--- src/rtl/cpu_step_ctrl.sv ---
// Step/run clock-enable generator for the single-cycle RV32 core.
// Debounces the step button, divides the clock in run mode, freezes on halt.
module cpu_step_ctrl #(
    parameter int DEBOUNCE_CYCLES = 500000,
    parameter int RUN_DIV         = 50000000,
    parameter int CNT_W           = 16
) (
    input  logic             clk,
    input  logic             rst_n,
    input  logic             btn_n,
    input  logic             run_sw,
    input  logic             halt,
    output logic             cpu_ce,
    output logic [CNT_W-1:0] step_cnt,
    output logic             halted,
    output logic [1:0]       state
);

    localparam int DBW = $clog2(DEBOUNCE_CYCLES + 1);
    localparam int DVW = $clog2(RUN_DIV);
    localparam logic [DBW-1:0] DB_LAST  = DBW'(DEBOUNCE_CYCLES - 1);
    localparam logic [DVW-1:0] DIV_LAST = DVW'(RUN_DIV - 1);

    typedef enum logic [1:0] {
        IDLE     = 2'b00,
        WAIT_REL = 2'b01,
        RUN      = 2'b10,
        HALT     = 2'b11
    } state_t;

    logic             btn_s1_q, btn_s2_q;
    logic             run_s1_q, run_s2_q;
    logic [DBW-1:0]   db_cnt_q, db_cnt_d;
    logic             btn_db_q, btn_db_d;
    logic             press_q, press_d;
    logic [DVW-1:0]   div_q, div_d;
    state_t           state_q, state_d;
    logic             cpu_ce_q, cpu_ce_d;
    logic [CNT_W-1:0] step_cnt_q, step_cnt_d;
    logic             halted_q, halted_d;

    // Counter only runs while the synced level disagrees with the accepted one,
    // so any bounce back to the accepted level restarts it.
    always_comb begin
        db_cnt_d = '0;
        btn_db_d = btn_db_q;
        if (btn_s2_q != btn_db_q) begin
            if (db_cnt_q == DB_LAST) begin
                btn_db_d = btn_s2_q;
            end else begin
                db_cnt_d = db_cnt_q + DBW'(1);
            end
        end
        press_d = btn_db_q & ~btn_db_d;
    end

    always_comb begin
        state_d  = state_q;
        div_d    = div_q;
        cpu_ce_d = 1'b0;
        unique case (state_q)
            IDLE: begin
                if (halt) begin
                    state_d = HALT;
                end else if (press_q) begin
                    cpu_ce_d = 1'b1;
                    state_d  = WAIT_REL;
                end else if (run_s2_q) begin
                    state_d = RUN;
                    div_d   = '0;
                end
            end
            WAIT_REL: begin
                if (halt) begin
                    state_d = HALT;
                end else if (btn_db_q) begin
                    state_d = IDLE;
                end
            end
            RUN: begin
                if (halt) begin
                    state_d = HALT;
                end else if (!run_s2_q) begin
                    state_d = IDLE;
                    div_d   = '0;
                end else if (div_q == DIV_LAST) begin
                    cpu_ce_d = 1'b1;
                    div_d    = '0;
                end else begin
                    div_d = div_q + DVW'(1);
                end
            end
            HALT: begin
                if (press_q && !run_s2_q) begin
                    state_d = WAIT_REL;
                end
            end
            default: state_d = IDLE;
        endcase
        step_cnt_d = step_cnt_q + CNT_W'(cpu_ce_d);
        halted_d   = (state_d == HALT);
    end

    always_ff @(posedge clk or negedge rst_n) begin
        if (!rst_n) begin
            btn_s1_q   <= 1'b1;
            btn_s2_q   <= 1'b1;
            run_s1_q   <= 1'b0;
            run_s2_q   <= 1'b0;
            db_cnt_q   <= '0;
            btn_db_q   <= 1'b1;
            press_q    <= 1'b0;
            div_q      <= '0;
            state_q    <= IDLE;
            cpu_ce_q   <= 1'b0;
            step_cnt_q <= '0;
            halted_q   <= 1'b0;
        end else begin
            btn_s1_q   <= btn_n;
            btn_s2_q   <= btn_s1_q;
            run_s1_q   <= run_sw;
            run_s2_q   <= run_s1_q;
            db_cnt_q   <= db_cnt_d;
            btn_db_q   <= btn_db_d;
            press_q    <= press_d;
            div_q      <= div_d;
            state_q    <= state_d;
            cpu_ce_q   <= cpu_ce_d;
            step_cnt_q <= step_cnt_d;
            halted_q   <= halted_d;
        end
    end

    assign cpu_ce   = cpu_ce_q;
    assign step_cnt = step_cnt_q;
    assign halted   = halted_q;
    assign state    = state_q;

endmodule
--- config.mk ---
export PLATFORM = sky130hd
export DESIGN_NAME = cpu_step_ctrl
export DESIGN_NICKNAME = d
export VERILOG_FILES = /design/src/rtl/cpu_step_ctrl.sv
export SDC_FILE = /design/constraint.sdc
export NUM_CORES = 1
export LEC_CHECK = 0
export CAP_MARGIN = 40
export CORE_AREA = 2 2 81 83
export DETAILED_ROUTE_END_ITERATION = 8
export DIE_AREA = 0 0 83 85
export PLACE_DENSITY = 0.77
export SETUP_SLACK_MARGIN = 0.1
export SLEW_MARGIN = 25
export SYNTH_ARGS = -nofsm -noshare
export SYNTH_HDL_FRONTEND = slang
export SYNTH_SLANG_ARGS = --single-unit
--- constraint.sdc ---
create_clock -name clk -period 3.6 [get_ports clk]
set_input_delay 0.36 -clock clk [delete_from_list [all_inputs] [get_ports clk]]
set_output_delay 0.36 -clock clk [all_outputs]
set_load 0.005 [all_outputs]
==> impl_metrics.ini <==
[clock_tree]
cts.sinks = 71
numCtsBuffers = 9
cts-resized-gates = 0
insertion_delay_ns = 0.34
clock_path_buffers = 2
root_buffer = clkbuf_8
post_cts_buffers = 0
htreeDepth = 3
ctsHoldBuffers = 0
cts_tree = built
path_clk_slew_ns = 0.07

[power]
swShare_pct = 21.16
power.total_mw = 1.464
share_comb_of_total_power_pct = 2.3
p_switching_uw = 309.8
pwr-share-clk_pct = 42.3
p_per_area_nw_per_um2 = 369.9
leakage_nw = 1.610
ir_drop_mv = 0.2761
p_seq_share_pct = 55.4
internal_power_mw = 1.154

[layout]
fill_cells = 496
final_util_pct = 63.76
area_delta_synth_final_pct = 14.57
n_antenna_cell = 0
nNetsFinal = 381
layout_commonest_cell = dfrtp_1
drive_gt1_share_pct = 9.309
seq_area_um2 = 1780
multi_input_area_um2 = 1608
final_cell_mix = 68 x dfrtp_1, 42 x nor2_1, 30 x nand2_1, 27 x xnor2_1, 23 x clkdlybuf4s50_1
finalNonFillerCells = 453

[floorplan]
die_area_um2 = 7055
core_area_um2 = 6205
die_y_um = 85
die_w_um = 83
rows = 29
initial_core_util_pct = 55.66
pin_count = 25

[global_route]
grt_overflow = 0
grt_max_degree = 46
first_global_vias = 2560
antenna_found_initial = 0
grt_first_pass_wirelength_um = 12080
grt_util_all_layers_pct = 21.30

[routing]
drt_iter0_drc = 172
via_per_inst = 5.881
vias = 2664
drc = 0
dr.pass1.iters = 4
postRouteWirelength_um = 6856
ant_nets = 0
route.detailed.wl_per_inst_um = 15.13

[sta]
max_freq_mhz = 326.6
rsz0062_at_grt = no
setup-violations-final = 0
tightest_slew_ns = 0.8065
min_period_ns = 3.062
fin_tns_setup_ns = 0
final-max-slew-violation-count = 0
period_share_pct = 85.04
finalClockSkew_ns = 0.008562
setup_slack_ns = 0.5384
hold_viol = 0
max_slew_margin_pct = 45.74

[critical_path]
reg2reg_depth = 11
r2r-start = div_q[0]
r2r_end = step_cnt[12]
crit_chain = ha_1, nand3_1, nor4_1, a41oi_1, nor3_1, ha_1, ha_1, nand2_1, or2_2, nor2_1, xor2_1
crit_family = simple AND/OR/NAND/NOR gates
crit_slowest_cell = nor4_1
worstSetupPathType = flip-flop to flip-flop
crit_top_cell = ha_1
startpoint_type = flip-flop
path_buf_inv = 0
worstPathMaxFanout = 4
r2r_slack_ns = 0.54
cp.required_ns = 3.87
worstPathArrival_ns = 3.33
critPathCaptureType = flip-flop
crit_path_start = div_q[0]
cpPeakStageDelay_ns = 0.64

[yosys]
ys.warnings.count = 0
ys_types = 50
syn_nets = 352
synthCells = 342
async_flop_share_pct = 100.0
synth-main-ff-cell = dfrtp_1
synth_edf_count = 0
synth_area_leaders = dfrtp_1 49%, xnor2_1 6.8%, nor2_1 4.6%
avgSynthCellArea_um2 = 10.10
yosys_register_bits = 71
synth-seq-area-share_pct = 51.56
synth_top_cell_area_share_pct = 49.28
yosysTopAreaCell = dfrtp_1
synthesis.area_um2 = 3453

[job]
cap_viol_max_count = 0

[min_path]
holdCritPathClass = primary input to asynchronous set/reset pin

[placement]
dp_slack_ns = 0.5138
dp.cells = 437
port_buffers = 24
dp_hpwl_um = 4742
gp_congestion = 0.8195

[run_status]
outcome = complete, no violations
flip-flops by register name, summed over array words and instances, names as in the netlist:
register / cells
div_q: 26
db_cnt_q: 19
step_cnt: 16
state: 2
btn_db_q: 1
btn_s1_q: 1
btn_s2_q: 1
cpu_ce: 1
halted: 1
press_q: 1
run_s1_q: 1
run_s2_q: 1
metrics by stage:
stage	cell area, um^2	hold WS, ns
floorplan	3453	0.06441
global placement	3765	0.3337
detailed placement	3765	0.3458
CTS	3956	0.02522
global route	3956	0.05535
finish	3956	0.01621
cell type report:
cell class,instances,share of cell area [%]
well taps,77,2.435
repair buffers,27,6.515
clock inverters,3,1.075
inverters,6,0.5693
multi-input cells,256,40.64
clock buffers,13,3.763
flip-flops and latches,71,45.00
worst max-delay path by stage:
stage	to	cells past startpoint
4_1_cts	step_cnt[12]	11
3_3_place_gp	step_cnt[14]	11
2_1_floorplan	step_cnt[14]	11
3_5_place_dp	step_cnt[14]	11
6_report	step_cnt[12]	11
5_1_grt	step_cnt[12]	11
routing by layer:
layer / up-vias / part of all wire, % / GRT usage, % / wire (um)
li1: 1280 / - / - / -
met3: 9 / 5.4 / 5.739 / 372
met4: 0 / 1.6 / 8.197 / 108
met2: 74 / 48 / 33.06 / 3319
met1: 1301 / 45 / 28.89 / 3056
met5: - / 0 / 0 / 0
cells in the mapped netlist (all sizes together) (4+ instances only):
master,number
a21oi,13
a31oi,9
and3,12
and4,6
clkbuf,7
dfrtp,68
ha,5
inv,6
nand2,30
nand2b,4
nand3,20
nand4,12
nor2,42
nor3,6
nor4,9
o21ai,10
or2,5
or3,4
xnor2,27
xor2,10
worst reg2reg max path: stages (launching register included):
cell	delay (ns)
dfrtp_1	0.39
ha_1	0.21
nand3_1	0.14
nor4_1	0.64
a41oi_1	0.19
nor3_1	0.30
ha_1	0.22
ha_1	0.22
nand2_1	0.10
or2_2	0.31
nor2_1	0.12
xor2_1	0.15
kinds of logic after synthesis:
| kind of cell | Yosys count | share of synthesized area, % |
|---|---|---|
| AOI/OAI and AO/OA | 49 | 9.529 |
| xor gates and xnor gates | 37 | 9.384 |
| adders and majority gates | 5 | 1.812 |
| buffers and inverters | 15 | 1.884 |
| DFF | 71 | 51.56 |
| muxes | 4 | 1.232 |
| and+or+nand+nor | 161 | 24.60 |
power groups by stage:
| stage | sequential (mW) | clock [mW] | combinational (mW) |
|---|---|---|---|
| 6_report | 0.811 | 0.619 | 0.0332 |
| 4_1_cts | 0.811 | 0.630 | 0.0349 |
| 2_1_floorplan | 0.825 | 0 | 0.00982 |
| 3_5_place_dp | 0.827 | 0 | 0.0349 |
| 3_3_place_gp | 0.826 | 0 | 0.0339 |
| 5_1_grt | 0.812 | 0.672 | 0.0389 |
Power figures use the tool's default switching activity.
